<file path="src/rtl/ex_stage_pkg.sv">
// Shared op codes, result classes, bus widths and divider states
// for the execute stage.
package ex_stage_pkg;

    localparam int REG_BUS_W  = 32;
    localparam int ALU_OP_W   = 8;
    localparam int ALU_SEL_W  = 3;
    localparam int REG_ADDR_W = 5;

    typedef logic [ALU_OP_W-1:0]  alu_op_t;
    typedef logic [ALU_SEL_W-1:0] alu_sel_t;

    localparam alu_op_t EXE_NOP_OP  = 8'b0000_0000;
    localparam alu_op_t EXE_AND_OP  = 8'b0010_0100;
    localparam alu_op_t EXE_OR_OP   = 8'b0010_0101;
    localparam alu_op_t EXE_XOR_OP  = 8'b0010_0110;
    localparam alu_op_t EXE_NOR_OP  = 8'b0010_0111;
    localparam alu_op_t EXE_SLL_OP  = 8'b0111_1100;
    localparam alu_op_t EXE_SRL_OP  = 8'b0000_0010;
    localparam alu_op_t EXE_SRA_OP  = 8'b0000_0011;
    localparam alu_op_t EXE_ADD_OP  = 8'b0010_0000;
    localparam alu_op_t EXE_SUB_OP  = 8'b0010_0010;
    localparam alu_op_t EXE_SLT_OP  = 8'b0010_1010;
    localparam alu_op_t EXE_SLTU_OP = 8'b0010_1011;
    localparam alu_op_t EXE_DIV_OP  = 8'b0001_1010;
    localparam alu_op_t EXE_DIVU_OP = 8'b0001_1011;

    localparam alu_sel_t EXE_RES_NOP   = 3'b000;
    localparam alu_sel_t EXE_RES_LOGIC = 3'b001;
    localparam alu_sel_t EXE_RES_SHIFT = 3'b010;
    localparam alu_sel_t EXE_RES_ARITH = 3'b100;

    localparam logic [1:0] DIV_IDLE   = 2'b00;
    localparam logic [1:0] DIV_BYZERO = 2'b01;
    localparam logic [1:0] DIV_BUSY   = 2'b10;
    localparam logic [1:0] DIV_END    = 2'b11;

    function automatic logic is_div_op(alu_op_t op);
        return (op == EXE_DIV_OP) || (op == EXE_DIVU_OP);
    endfunction

endpackage

</file>
<file path="src/rtl/ex_stage_if.sv">
// ID/EX operand bundle in, EX/MEM result bundle and stall out.
// master = ID/EX side, slave = execute stage.
interface ex_stage_if
    import ex_stage_pkg::*;
#(
    parameter int DATA_W = REG_BUS_W
);
    logic [DATA_W-1:0]     ex_data_a_i;
    logic [DATA_W-1:0]     ex_data_b_i;
    logic                  ex_we_i;
    logic [REG_ADDR_W-1:0] ex_w_reg_addr_i;
    alu_sel_t              ex_sel_i;
    alu_op_t               ex_op_i;

    logic                  mem_we_o;
    logic [REG_ADDR_W-1:0] mem_w_reg_addr_o;
    logic [DATA_W-1:0]     mem_wdata_o;
    logic                  mem_whilo_o;
    logic [DATA_W-1:0]     mem_hi_o;
    logic [DATA_W-1:0]     mem_lo_o;
    logic                  stallreq_o;

    modport master (
        output ex_data_a_i, ex_data_b_i, ex_we_i,
        output ex_w_reg_addr_i, ex_sel_i, ex_op_i,
        input  mem_we_o, mem_w_reg_addr_o, mem_wdata_o,
        input  mem_whilo_o, mem_hi_o, mem_lo_o, stallreq_o
    );

    modport slave (
        input  ex_data_a_i, ex_data_b_i, ex_we_i,
        input  ex_w_reg_addr_i, ex_sel_i, ex_op_i,
        output mem_we_o, mem_w_reg_addr_o, mem_wdata_o,
        output mem_whilo_o, mem_hi_o, mem_lo_o, stallreq_o
    );

endinterface

</file>
<file path="src/rtl/ex_div.sv">
// Iterative restoring divider (one quotient bit per cycle).
// Signed DIV support is compiled in with EX_DIV_SIGNED_EN.
module ex_div
    import ex_stage_pkg::*;
#(
    parameter int DATA_W   = REG_BUS_W,
    parameter int DIV_ITER = DATA_W
) (
    input  logic              clk,
    input  logic              rst,
    input  logic              start,
    input  logic              is_signed,
    input  logic [DATA_W-1:0] op_a,
    input  logic [DATA_W-1:0] op_b,
    input  logic              cancel,
    output logic              busy,
    output logic              done,
    output logic [DATA_W-1:0] quotient,
    output logic [DATA_W-1:0] remainder
);

    localparam int SR_W = 2 * DATA_W + 1;

    logic [1:0]        state;
    logic [5:0]        cnt;
    logic [SR_W-1:0]   sr;
    logic [DATA_W-1:0] divisor;
    logic [DATA_W-1:0] mag_a;
    logic [DATA_W-1:0] mag_b;
    logic [DATA_W-1:0] q_res;
    logic [DATA_W-1:0] r_res;
    logic [DATA_W:0]   diff;
    logic              b_zero;

    assign b_zero = (op_b == '0);

`ifdef EX_DIV_SIGNED_EN
    logic neg_q;
    logic neg_r;
    logic a_neg;
    logic b_neg;

    assign a_neg = is_signed & op_a[DATA_W-1];
    assign b_neg = is_signed & op_b[DATA_W-1];
    assign mag_a = a_neg ? -op_a : op_a;
    assign mag_b = b_neg ? -op_b : op_b;

    // Divide-by-zero results are raw, so no fixup there.
    always_ff @(posedge clk or negedge rst) begin
        if (!rst) begin
            neg_q <= 1'b0;
            neg_r <= 1'b0;
        end else if (state == DIV_IDLE && start) begin
            neg_q <= !b_zero & (a_neg ^ b_neg);
            neg_r <= !b_zero & a_neg;
        end
    end

    assign q_res = neg_q ? -sr[DATA_W-1:0] : sr[DATA_W-1:0];
    assign r_res = neg_r ? -sr[SR_W-1:DATA_W+1]
                         : sr[SR_W-1:DATA_W+1];
`else
    logic unused_signed;

    assign unused_signed = is_signed;
    assign mag_a = op_a;
    assign mag_b = op_b;
    assign q_res = sr[DATA_W-1:0];
    assign r_res = sr[SR_W-1:DATA_W+1];
`endif

    assign diff = {1'b0, sr[2*DATA_W-1:DATA_W]}
                - {1'b0, divisor};

    always_ff @(posedge clk or negedge rst) begin
        if (!rst) begin
            state   <= DIV_IDLE;
            cnt     <= '0;
            sr      <= '0;
            divisor <= '0;
        end else begin
            case (state)
                DIV_IDLE: begin
                    if (start && b_zero) begin
                        state <= DIV_BYZERO;
                        sr    <= {op_a, 1'b0, {DATA_W{1'b1}}};
                    end else if (start) begin
                        state   <= DIV_BUSY;
                        cnt     <= '0;
                        divisor <= mag_b;
                        sr      <= {{DATA_W{1'b0}}, mag_a, 1'b0};
                    end
                end
                DIV_BUSY: begin
                    if (cancel) begin
                        state <= DIV_IDLE;
                    end else begin
                        if (diff[DATA_W])
                            sr <= {sr[2*DATA_W-1:0], 1'b0};
                        else
                            sr <= {diff[DATA_W-1:0],
                                   sr[DATA_W-1:0], 1'b1};
                        cnt <= cnt + 6'd1;
                        if (cnt == 6'(DIV_ITER - 1))
                            state <= DIV_END;
                    end
                end
                DIV_BYZERO: begin
                    state <= cancel ? DIV_IDLE : DIV_END;
                end
                default: begin
                    state <= DIV_IDLE;
                end
            endcase
        end
    end

    assign busy      = (state == DIV_BUSY) || (state == DIV_BYZERO);
    assign done      = (state == DIV_END);
    assign quotient  = done ? q_res : '0;
    assign remainder = done ? r_res : '0;

endmodule

</file>
<file path="src/rtl/ex_stage.sv">
// Execute stage: ALU result mux, divider hookup and stall request.
// Define EX_DIV_SIGNED_EN to make DIV a signed divide.
module ex_stage
    import ex_stage_pkg::*;
#(
    parameter int DATA_W   = REG_BUS_W,
    parameter int DIV_ITER = DATA_W
) (
    input  logic       clk,
    input  logic       rst,
    ex_stage_if.slave  bus
);

    localparam int SH_W = $clog2(DATA_W);

    logic [DATA_W-1:0] a;
    logic [DATA_W-1:0] b;
    logic [SH_W-1:0]   shamt;
    alu_op_t           op;
    alu_sel_t          sel;
    logic [DATA_W-1:0] wdata;
    logic              div_op;
    logic              div_signed;
    logic              div_busy;
    logic              div_done;
    logic [DATA_W-1:0] div_q;
    logic [DATA_W-1:0] div_r;

    assign a      = bus.ex_data_a_i;
    assign b      = bus.ex_data_b_i;
    assign op     = bus.ex_op_i;
    assign sel    = bus.ex_sel_i;
    assign shamt  = a[SH_W-1:0];
    assign div_op = is_div_op(op);

`ifdef EX_DIV_SIGNED_EN
    assign div_signed = (op == EXE_DIV_OP);
`else
    assign div_signed = 1'b0;
`endif

    always_comb begin
        wdata = '0;
        unique case (1'b1)
            (sel == EXE_RES_LOGIC): begin
                case (op)
                    EXE_AND_OP: wdata = a & b;
                    EXE_OR_OP:  wdata = a | b;
                    EXE_XOR_OP: wdata = a ^ b;
                    EXE_NOR_OP: wdata = ~(a | b);
                    default:    wdata = '0;
                endcase
            end
            (sel == EXE_RES_SHIFT): begin
                case (op)
                    EXE_SLL_OP: wdata = b << shamt;
                    EXE_SRL_OP: wdata = b >> shamt;
                    EXE_SRA_OP: wdata = $signed(b) >>> shamt;
                    default:    wdata = '0;
                endcase
            end
            (sel == EXE_RES_ARITH): begin
                case (op)
                    EXE_ADD_OP:  wdata = a + b;
                    EXE_SUB_OP:  wdata = a - b;
                    EXE_SLT_OP:
                        wdata = {{(DATA_W-1){1'b0}},
                                 $signed(a) < $signed(b)};
                    EXE_SLTU_OP:
                        wdata = {{(DATA_W-1){1'b0}}, a < b};
                    default:     wdata = '0;
                endcase
            end
            default: wdata = '0;
        endcase
    end

    ex_div #(
        .DATA_W   (DATA_W),
        .DIV_ITER (DIV_ITER)
    ) u_div (
        .clk       (clk),
        .rst       (rst),
        .start     (div_op),
        .is_signed (div_signed),
        .op_a      (a),
        .op_b      (b),
        .cancel    (!div_op),
        .busy      (div_busy),
        .done      (div_done),
        .quotient  (div_q),
        .remainder (div_r)
    );

    // Divides only write HI/LO, never the register file.
    assign bus.mem_we_o         = bus.ex_we_i & !div_op;
    assign bus.mem_w_reg_addr_o = bus.ex_w_reg_addr_i;
    assign bus.mem_wdata_o      = wdata;
    assign bus.mem_whilo_o      = div_done;
    assign bus.mem_hi_o         = div_r;
    assign bus.mem_lo_o         = div_q;

    assign bus.stallreq_o = rst & ((div_op & !div_busy & !div_done)
                                   | div_busy);

endmodule

</file>
<file path="src/flat_wrapper.sv">
// flat-port wrapper written by rule: the top's interface ports become plain ports
module ex_stage_flat import ex_stage_pkg::*;
#(
    parameter int DATA_W   = REG_BUS_W,
    parameter int DIV_ITER = DATA_W
)
  (clk, rst, bus_ex_data_a_i, bus_ex_data_b_i, bus_ex_we_i, bus_ex_w_reg_addr_i, bus_ex_sel_i, bus_ex_op_i, bus_mem_we_o, bus_mem_w_reg_addr_o, bus_mem_wdata_o, bus_mem_whilo_o, bus_mem_hi_o, bus_mem_lo_o, bus_stallreq_o);
  ex_stage_if #(.DATA_W(DATA_W)) bus_i ();
  input  logic clk;
  input  logic rst;
  input wire logic [$bits(bus_i.ex_data_a_i)-1:0] bus_ex_data_a_i;
  input wire logic [$bits(bus_i.ex_data_b_i)-1:0] bus_ex_data_b_i;
  input wire logic [$bits(bus_i.ex_we_i)-1:0] bus_ex_we_i;
  input wire logic [$bits(bus_i.ex_w_reg_addr_i)-1:0] bus_ex_w_reg_addr_i;
  input wire logic [$bits(bus_i.ex_sel_i)-1:0] bus_ex_sel_i;
  input wire logic [$bits(bus_i.ex_op_i)-1:0] bus_ex_op_i;
  output wire logic [$bits(bus_i.mem_we_o)-1:0] bus_mem_we_o;
  output wire logic [$bits(bus_i.mem_w_reg_addr_o)-1:0] bus_mem_w_reg_addr_o;
  output wire logic [$bits(bus_i.mem_wdata_o)-1:0] bus_mem_wdata_o;
  output wire logic [$bits(bus_i.mem_whilo_o)-1:0] bus_mem_whilo_o;
  output wire logic [$bits(bus_i.mem_hi_o)-1:0] bus_mem_hi_o;
  output wire logic [$bits(bus_i.mem_lo_o)-1:0] bus_mem_lo_o;
  output wire logic [$bits(bus_i.stallreq_o)-1:0] bus_stallreq_o;
  assign bus_i.ex_data_a_i = bus_ex_data_a_i;
  assign bus_i.ex_data_b_i = bus_ex_data_b_i;
  assign bus_i.ex_we_i = bus_ex_we_i;
  assign bus_i.ex_w_reg_addr_i = bus_ex_w_reg_addr_i;
  assign bus_i.ex_sel_i = bus_ex_sel_i;
  assign bus_i.ex_op_i = bus_ex_op_i;
  assign bus_mem_we_o = bus_i.mem_we_o;
  assign bus_mem_w_reg_addr_o = bus_i.mem_w_reg_addr_o;
  assign bus_mem_wdata_o = bus_i.mem_wdata_o;
  assign bus_mem_whilo_o = bus_i.mem_whilo_o;
  assign bus_mem_hi_o = bus_i.mem_hi_o;
  assign bus_mem_lo_o = bus_i.mem_lo_o;
  assign bus_stallreq_o = bus_i.stallreq_o;
  ex_stage #(.DATA_W(DATA_W), .DIV_ITER(DIV_ITER)) u_core (.clk(clk), .rst(rst), .bus(bus_i));
endmodule
</file>
<file path="config.mk">
export PLATFORM = sky130hd
export DESIGN_NAME = ex_stage_flat
export DESIGN_NICKNAME = d
export VERILOG_FILES = /design/src/rtl/ex_stage_pkg.sv /design/src/rtl/ex_stage_if.sv /design/src/rtl/ex_div.sv /design/src/rtl/ex_stage.sv /design/src/flat_wrapper.sv
export SDC_FILE = /design/constraint.sdc
export NUM_CORES = 1
export LEC_CHECK = 0
export CORE_MARGIN = 5
export CORE_UTILIZATION = 55
export DETAILED_ROUTE_END_ITERATION = 12
export PLACE_DENSITY_LB_ADDON = 0.1
export SLEW_MARGIN = 0
export SYNTH_ARGS = -nofsm -noshare
export SYNTH_HDL_FRONTEND = slang
export SYNTH_SLANG_ARGS = --single-unit
</file>
<file path="constraint.sdc">
create_clock -name clk -period 6.6 [get_ports clk]
set_clock_uncertainty 0.1 [all_clocks]
set_input_delay 1.32 -clock clk [delete_from_list [all_inputs] [get_ports clk]]
set_output_delay 1.32 -clock clk [all_outputs]
set_load 0.03 [all_outputs]
</file>
==> metrics, run 1 <==
drc violations 0; GRT overflow 0; Cells after Synth 2194; initial antenna violation count 4; Max Slew Vio Count 0; post-layout min period between 6 and 7 ns; H-tree levels 3; Register Area around 0.0026 mm^2; drt pass-1 iters 7; number of max-cap violations 0; crit path DAT a little over 5 ns; Cell variety after synth 86; CTS sink count around 110; drt total wl slightly above 70 mm; Layout Area Growth over Synthesis 17.8%; Synth top cells by count a21oi_1, nor2_1, o21ai_0; Max VDD drop 0.000247 V; Syn. warnings 0; # resized after CTS 0; Die W approximately 180 um; CTS tree yes; placed inst area about 0.019 mm^2; Filler cells between 2000 and 2500; total track usage approximately 43%; CP Max Fanout 6; Leak a little over 8 nW; vias in the first global route between 15000 and 20000; initial core utilization 55.9%; largest net degree at the start of global routing 85; share of power burned in registers 24.4%; row count 62; clock share of power between 15 and 20%; main flop type after synthesis dfrtp_1; register area share after synthesis about 16%; routed len/inst between 20 and 30 um; Placer Congestion ~1.1; P_sw around 1.8 mW; Final #Nets 2547; Final Hold Vio Count 0; Slew @ Worst Pin about 1 ns; clk buf depth 2; CP required about 5.2 ns; Min-Delay Path Class reg -> reg; FMAX 0.154 GHz; Synth area leaders dfrtp_1, ha_1, a21oi_1, mux4_2, o21ai_0; finished layout cell area approximately 0.019 mm^2; Port Buffers about 180; area of the multi-input gates ~0.012 mm^2; Min-Delay Path Depth 2; clock root buffer clkbuf_16; post-synth top area share between 10% and 20%; die height approximately 180 um; synthesis-stage register bit count about 110; relative max-transition margin 33.2%; Post-synth EDFFs 0; Worst-path clk slew about 0.080 ns; CP Capture Type primary output; # hold bufs at CTS 0; layout cells sized above 1 a little over 10%; dpl hpwl about 56 mm; most frequent cell after synthesis a21oi_1; Critical Path Source Type input port; Skew-Pair Late Insertion Delay roughly 0.4 ns; io pins ~190; antenna diode count 0; total power around 3.7 mW; Setup Fix Bufs, Post-CTS 0; switching share of power around 48%; crit share post-route 98.4%; Die ar. approximately 0.033 mm^2; Comb power frac 59.3%; Antenna Nets Post-Route 0; Netlist Area Pre-Place ~0.016 mm^2; PD cells ~190 mW/mm^2; internal power between 1.5 and 2 mW; via count approximately 19000; RSZ-0062 raised after global routing false; Initial DRC Count 3062; outcome completed; cell taking the most area after synthesis dfrtp_1; CTS Buf Count 9; Core Region roughly 0.029 mm^2; Mapped Nets 2413; Synth async-reset ratio 100%; Setup TNS 0 ns; Worst Path Class, Setup in -> out; first-pass GRT wire length between 100 and 150 mm; number of vias per cell roughly 7.0; final-report setup violation count 0; mean post-synth cell area 7.35 um^2; reg2reg path depth 11
critical path, cell delays in order:
cell and delay, ns:
clkdlybuf4s50_1 0.52, ha_1 0.28, fa_1 0.41, or2_1 0.26, a221oi_2 0.36, or4_4 0.21
a311o_1 0.26, a32oi_2 0.17, a41oi_1 0.30, o211ai_1 0.16, xnor2_1 0.17, o221ai_1 0.46
buf_12 0.19
state kept, by name (all words and copies together), names as in the netlist:
register	flops
u_core.u_div.divisor	32
u_core.u_div.state	2
u_core.u_div.sr	65
u_core.u_div.cnt	6
through the flow:
step / hold WS [ns] / util (%) / setup WS [ns] / cells
after floorplan: 0.350 / - / 0.192 / 2194
after global placement: 0.367 / 64.8 / 0.263 / 2701
after detailed placement: 0.379 / 64.8 / 0.176 / 2701
after CTS: 0.397 / 65.9 / 0.164 / 2717
after global routing: 0.405 / 65.9 / 0.00636 / 2717
final: 0.393 / 65.9 / 0.108 / 2717
metal layers:
layer	routed length [um]	GRT usage, %	up-vias
li1	-	-	8189
met1	26800	55.5	8952
met2	31000	64.1	1450
met3	9470	11.1	316
met4	5200	24.0	6
met5	41	0	-
final cells by class:
type / count / share of cell area [%]
Multi-Input combinational cell: 1780 / 64.7
Sequential cell: 105 / 13.8
Clock inverter: 7 / 0.362
Inverter: 153 / 3.02
Timing Repair Buffer: 279 / 14.4
Clock buffer: 9 / 1.19
Tap cell: 384 / 2.53
placed cells by master, fill, tap and decap left out, types with 95 or more instances in the layout:
master and count:
a21oi_1 235, inv_1 148, nor2_1 233, buf_4 112, ha_1 131, clkdlybuf4s50_1 139, nand2_1 193, dfrtp_1 105
o21ai_0 196, mux2i_1 95
path summary, 6_finish.rpt:
kind | slack, ns | end | startpoint
min in group asynchronous | 0.87 | u_core.u_div.cnt[2] | rst
hold reg to reg | 0.39 | u_core.u_div.divisor[15] | u_core.u_div.divisor[15]
max in group asynchronous | 4.27 | u_core.u_div.divisor[13] | rst
setup reg to reg | 2.74 | u_core.u_div.sr[35] | u_core.u_div.divisor[2]
hold / removal | 0.39 | u_core.u_div.divisor[15] | u_core.u_div.divisor[15]
setup / recovery | 0.11 | bus_mem_wdata_o[28] | bus_ex_data_b_i[0]
power by group through the flow:
stage	logic [mW]	clock network (mW)	registers [mW]
after floorplan	1.52	0	0.832
after global placement	2.02	0	0.887
after detailed placement	2.07	0	0.894
after CTS	2.09	0.589	0.882
after global routing	2.34	0.622	0.898
final	2.17	0.595	0.891
logic make-up after synthesis:
logic type | after synthesis | synth area share (%)
fa+ha+maj | 136 | 10.7
compound gates | 737 | 28.2
simple gates | 687 | 19.8
flops | 105 | 16.3
mux | 162 | 14.2
buf+inv | 309 | 7.62
xor+xnor | 58 | 3.15
(Power assumes the default switching activity.)
==> run 2, diff against run 1 <==
--- a/config.mk
+++ b/config.mk
@@ -10,4 +10,5 @@
 export DETAILED_ROUTE_END_ITERATION = 12
 export PLACE_DENSITY_LB_ADDON = 0.1
+export SETUP_SLACK_MARGIN = 0.3
 export SLEW_MARGIN = 0
 export SYNTH_ARGS = -nofsm -noshare
==> constraint.sdc (replaced) <==
create_clock -name clk -period 6.6 [get_ports clk]
set_clock_uncertainty 0.1 [all_clocks]
set_input_delay 1.32 -clock clk [delete_from_list [all_inputs] [get_ports clk]]
set_output_delay 1.32 -clock clk [all_outputs]
set_load 0.02 [all_outputs]
==> run 2 against run 1 <==
Net effect:
- worst hold slack about the same
- design area increased by 3.0%
- via count grew 2.2%
- largest power group unchanged
- die area stayed put
- clock power is 3.7% higher
- register-to-register slack got worse by 0.05 ns
==> metrics, run 2 (synthesis results as in run 1) <==
Max VDD drop 0.000255 V (was 0.000247 V); CTS Buf Count 9 (unchanged); finished layout cell area 0.0196 mm^2 (was 0.0190 mm^2); layout cells sized above 1 13.4% (was 10.2%); most common cell after layout, fill and taps aside a21oi_1 (unchanged); Filler cells 2452 (was 2487); Worst Path Class, Setup in -> out (unchanged); Leak 8.59 nW (was 8.11 nW); final hold slack 0.393 ns (about the same); switching share of power 47.1% (was 48.2%); vias in the first global route 18000 (was 17900); io pins 187 (unchanged); CP top delay family compound AO/OA/AOI/OAI gates (unchanged); Largest register FFs 65 (unchanged); Slew @ Worst Pin 1.08 ns (was 0.999 ns); GRT overflow 0 (unchanged); Final Hold Vio Count 0 (unchanged); Comb power frac 59.9% (was 59.3%); non-filler cells in the finished layout 2809 (was 2717); dpl ws -0.0124 ns (was 0.176 ns); Die W 181 um (unchanged); Placer Congestion 1.08 (was 1.06); PD cells 191 mW/mm^2 (was 192 mW/mm^2); CTS sink count 105 (unchanged); clock share of power 16.5% (was 16.3%); number of vias per cell 6.88 (was 6.96); Setup TNS 0 ns (unchanged); area of the multi-input gates 0.0124 mm^2 (was 0.0123 mm^2); total track usage 42.7% (was 42.6%); Skew-Pair Late Insertion Delay 0.39 ns (was 0.40 ns); commonest non-fill, non-tap cells in the layout a21oi_1, nor2_1, buf_4 (was a21oi_1, nor2_1, o21ai_0); clk buf depth 2 (unchanged); Die ar. 0.0328 mm^2 (unchanged); dpl cells 2792 (was 2701); drt pass-1 iters 6 (was 7); crit path DAT 4.95 ns (was 5.07 ns); P_sw 1.76 mW (about the same); Port Buffers 176 (unchanged); Buf+Inv Stages, Crit Path 4 (was 2); crit share post-route 96.5% (was 98.4%); Final #Nets 2639 (was 2547); routed len/inst 26.0 um (was 26.7 um); antenna diode count 0 (unchanged); Worst-path clk slew 0.09 ns (was 0.08 ns); relative max-transition margin 28.0% (was 33.2%); crit-path cells clkdlybuf4s50_1 -> inv_1 -> ha_1 -> a21o_1 -> a21o_1 -> a21oi_1 -> o31a_1 -> a21oi_1 -> o31a_1 -> a31oi_1 -> xnor2_1 -> o21ai_1 -> buf_4 -> clkdlybuf4s50_1 (was clkdlybuf4s50_1 -> ha_1 -> fa_1 -> or2_1 -> a221oi_2 -> or4_4 -> a311o_1 -> a32oi_2 -> a41oi_1 -> o211ai_1 -> xnor2_1 -> o221ai_1 -> buf_12); Setup WS post-layout 0.234 ns (was 0.108 ns); RSZ-0062 raised after global routing true (was false); CP max-delay cell clkdlybuf4s50_1 (unchanged); initial core utilization 55.9% (unchanged); post-layout min period 6.37 ns (was 6.49 ns); CP Max Fanout 6 (unchanged); number of max-cap violations 0 (unchanged); FMAX 0.157 GHz (was 0.154 GHz); first-pass GRT wire length 110 mm (was 109 mm); CTS tree yes (unchanged); Max Slew Vio Count 0 (unchanged); Initial DRC Count 2919 (was 3062); Regs by FF count u_core.u_div.sr: 65 flops, u_core.u_div.divisor: 32 flops, u_core.u_div.cnt: 6 flops (unchanged); drt total wl 73.1 mm (was 72.6 mm); internal power 1.98 mW (was 1.89 mW); share of power burned in registers 23.6% (was 24.4%); drc violations 0 (unchanged); H-tree levels 3 (unchanged); CP Capture Type primary output (unchanged); final-report setup violation count 0 (unchanged); initial antenna violation count 4 (unchanged); final core occ 67.8% (was 65.9%); placed inst area 0.0192 mm^2 (was 0.0187 mm^2); die height 181 um (unchanged); via count 19300 (was 18900); Core Region 0.0289 mm^2 (unchanged); largest register by flop count u_core.u_div.sr (unchanged); Critical Path Source Type input port (unchanged); dpl hpwl 56.8 mm (was 55.7 mm); row count 62 (unchanged); total power 3.73 mW (was 3.65 mW); Register Area 0.00263 mm^2 (unchanged); outcome completed (unchanged); CP required 5.18 ns (about the same); Antenna Nets Post-Route 0 (unchanged); Min-Delay Path Class reg -> reg (unchanged); critical path's largest stage delay 0.64 ns (was 0.52 ns); largest net degree at the start of global routing 86 (was 85); Layout Area Growth over Synthesis 21.4% (was 17.8%); clock root buffer clkbuf_16 (unchanged)
-- run 2: changes by cell type in the layout (fill, tap and decap cells not counted), moves of 2 or more --
cell	change
nor2_1	-4
nor2_2	+4
buf_4	+86
a21oi_2	+2
dlygate4sd2_1	+9
buf_12	-22
inv_6	+2
o21ai_2	+2
dlymetal6s2s_1	+5
clkbuf_2	+5
a21oi_1	-2
a211oi_1	-2
clkdlybuf4s50_1	+8
-- run 2: per-layer routing --
metal  up-vias  GRT usage [%]  part of all wire, %  wire length (um)
met3       332           9.53                   13              9200
met1      9101           57.2                   38             27600
met5         -              0                0.056                41
met2      1525           64.5                   43             31200
li1       8366              -                    -                 -
met4         6           22.6                  6.9              5040
-- run 2: final timing paths --
kind	from	end	slack, ns	cells past startpoint
worst min register to register	u_core.u_div.divisor[20]	u_core.u_div.divisor[20]	0.39	2
max in group asynchronous	rst	u_core.u_div.divisor[30]	4.23	2
min in group asynchronous	rst	u_core.u_div.state[0]	0.83	1
worst max-delay path	bus_ex_data_b_i[20]	bus_mem_wdata_o[27]	0.23	14
worst min-delay path	u_core.u_div.divisor[20]	u_core.u_div.divisor[20]	0.39	2
worst max register to register	u_core.u_div.sr[32]	u_core.u_div.sr[47]	2.69	13
-- run 2: repair_timing --
item | CTS | global route
buffers inserted | 0 | 1
hold buffers | 0 | 0
resized for setup | 26 | 32
endpoints found under the hold margin | 0 | 0
pin swaps | 1 | 3
setup endpoints to repair | 17 | 16
-- run 2: power by group through the flow --
stage | Clock (mW) | Sequential, mW | Combinational, mW
6_report | 0.617 | 0.879 | 2.24
5_1_grt | 0.637 | 0.888 | 2.40
4_1_cts | 0.611 | 0.869 | 2.14
3_5_place_dp | 0 | 0.882 | 2.12
3_3_place_gp | 0 | 0.873 | 2.06
2_1_floorplan | 0 | 0.832 | 1.52
-- run 2: worst reg2reg max path, stage by stage, from the launching register on --
cell and delay (ns):
dfrtp_1 0.38, inv_1 0.06, ha_1 0.23, fa_1 0.38
and2b_1 0.24, o2111ai_1 0.24, nand4b_1 0.31, a21o_1 0.18
a21oi_2 0.15, o31ai_4 0.51, buf_4 0.45, mux2_1 0.39
nand2_1 0.10, a21oi_1 0.08
-- run 2: final cells by class --
class,count,share of cell area [%]
Clock buffer,9,1.15
Clock inverter,7,0.467
Inverter,153,2.93
Multi-Input combinational cell,1780,63.3
Sequential cell,105,13.4
Tap cell,384,2.45
Timing Repair Buffer,371,16.3
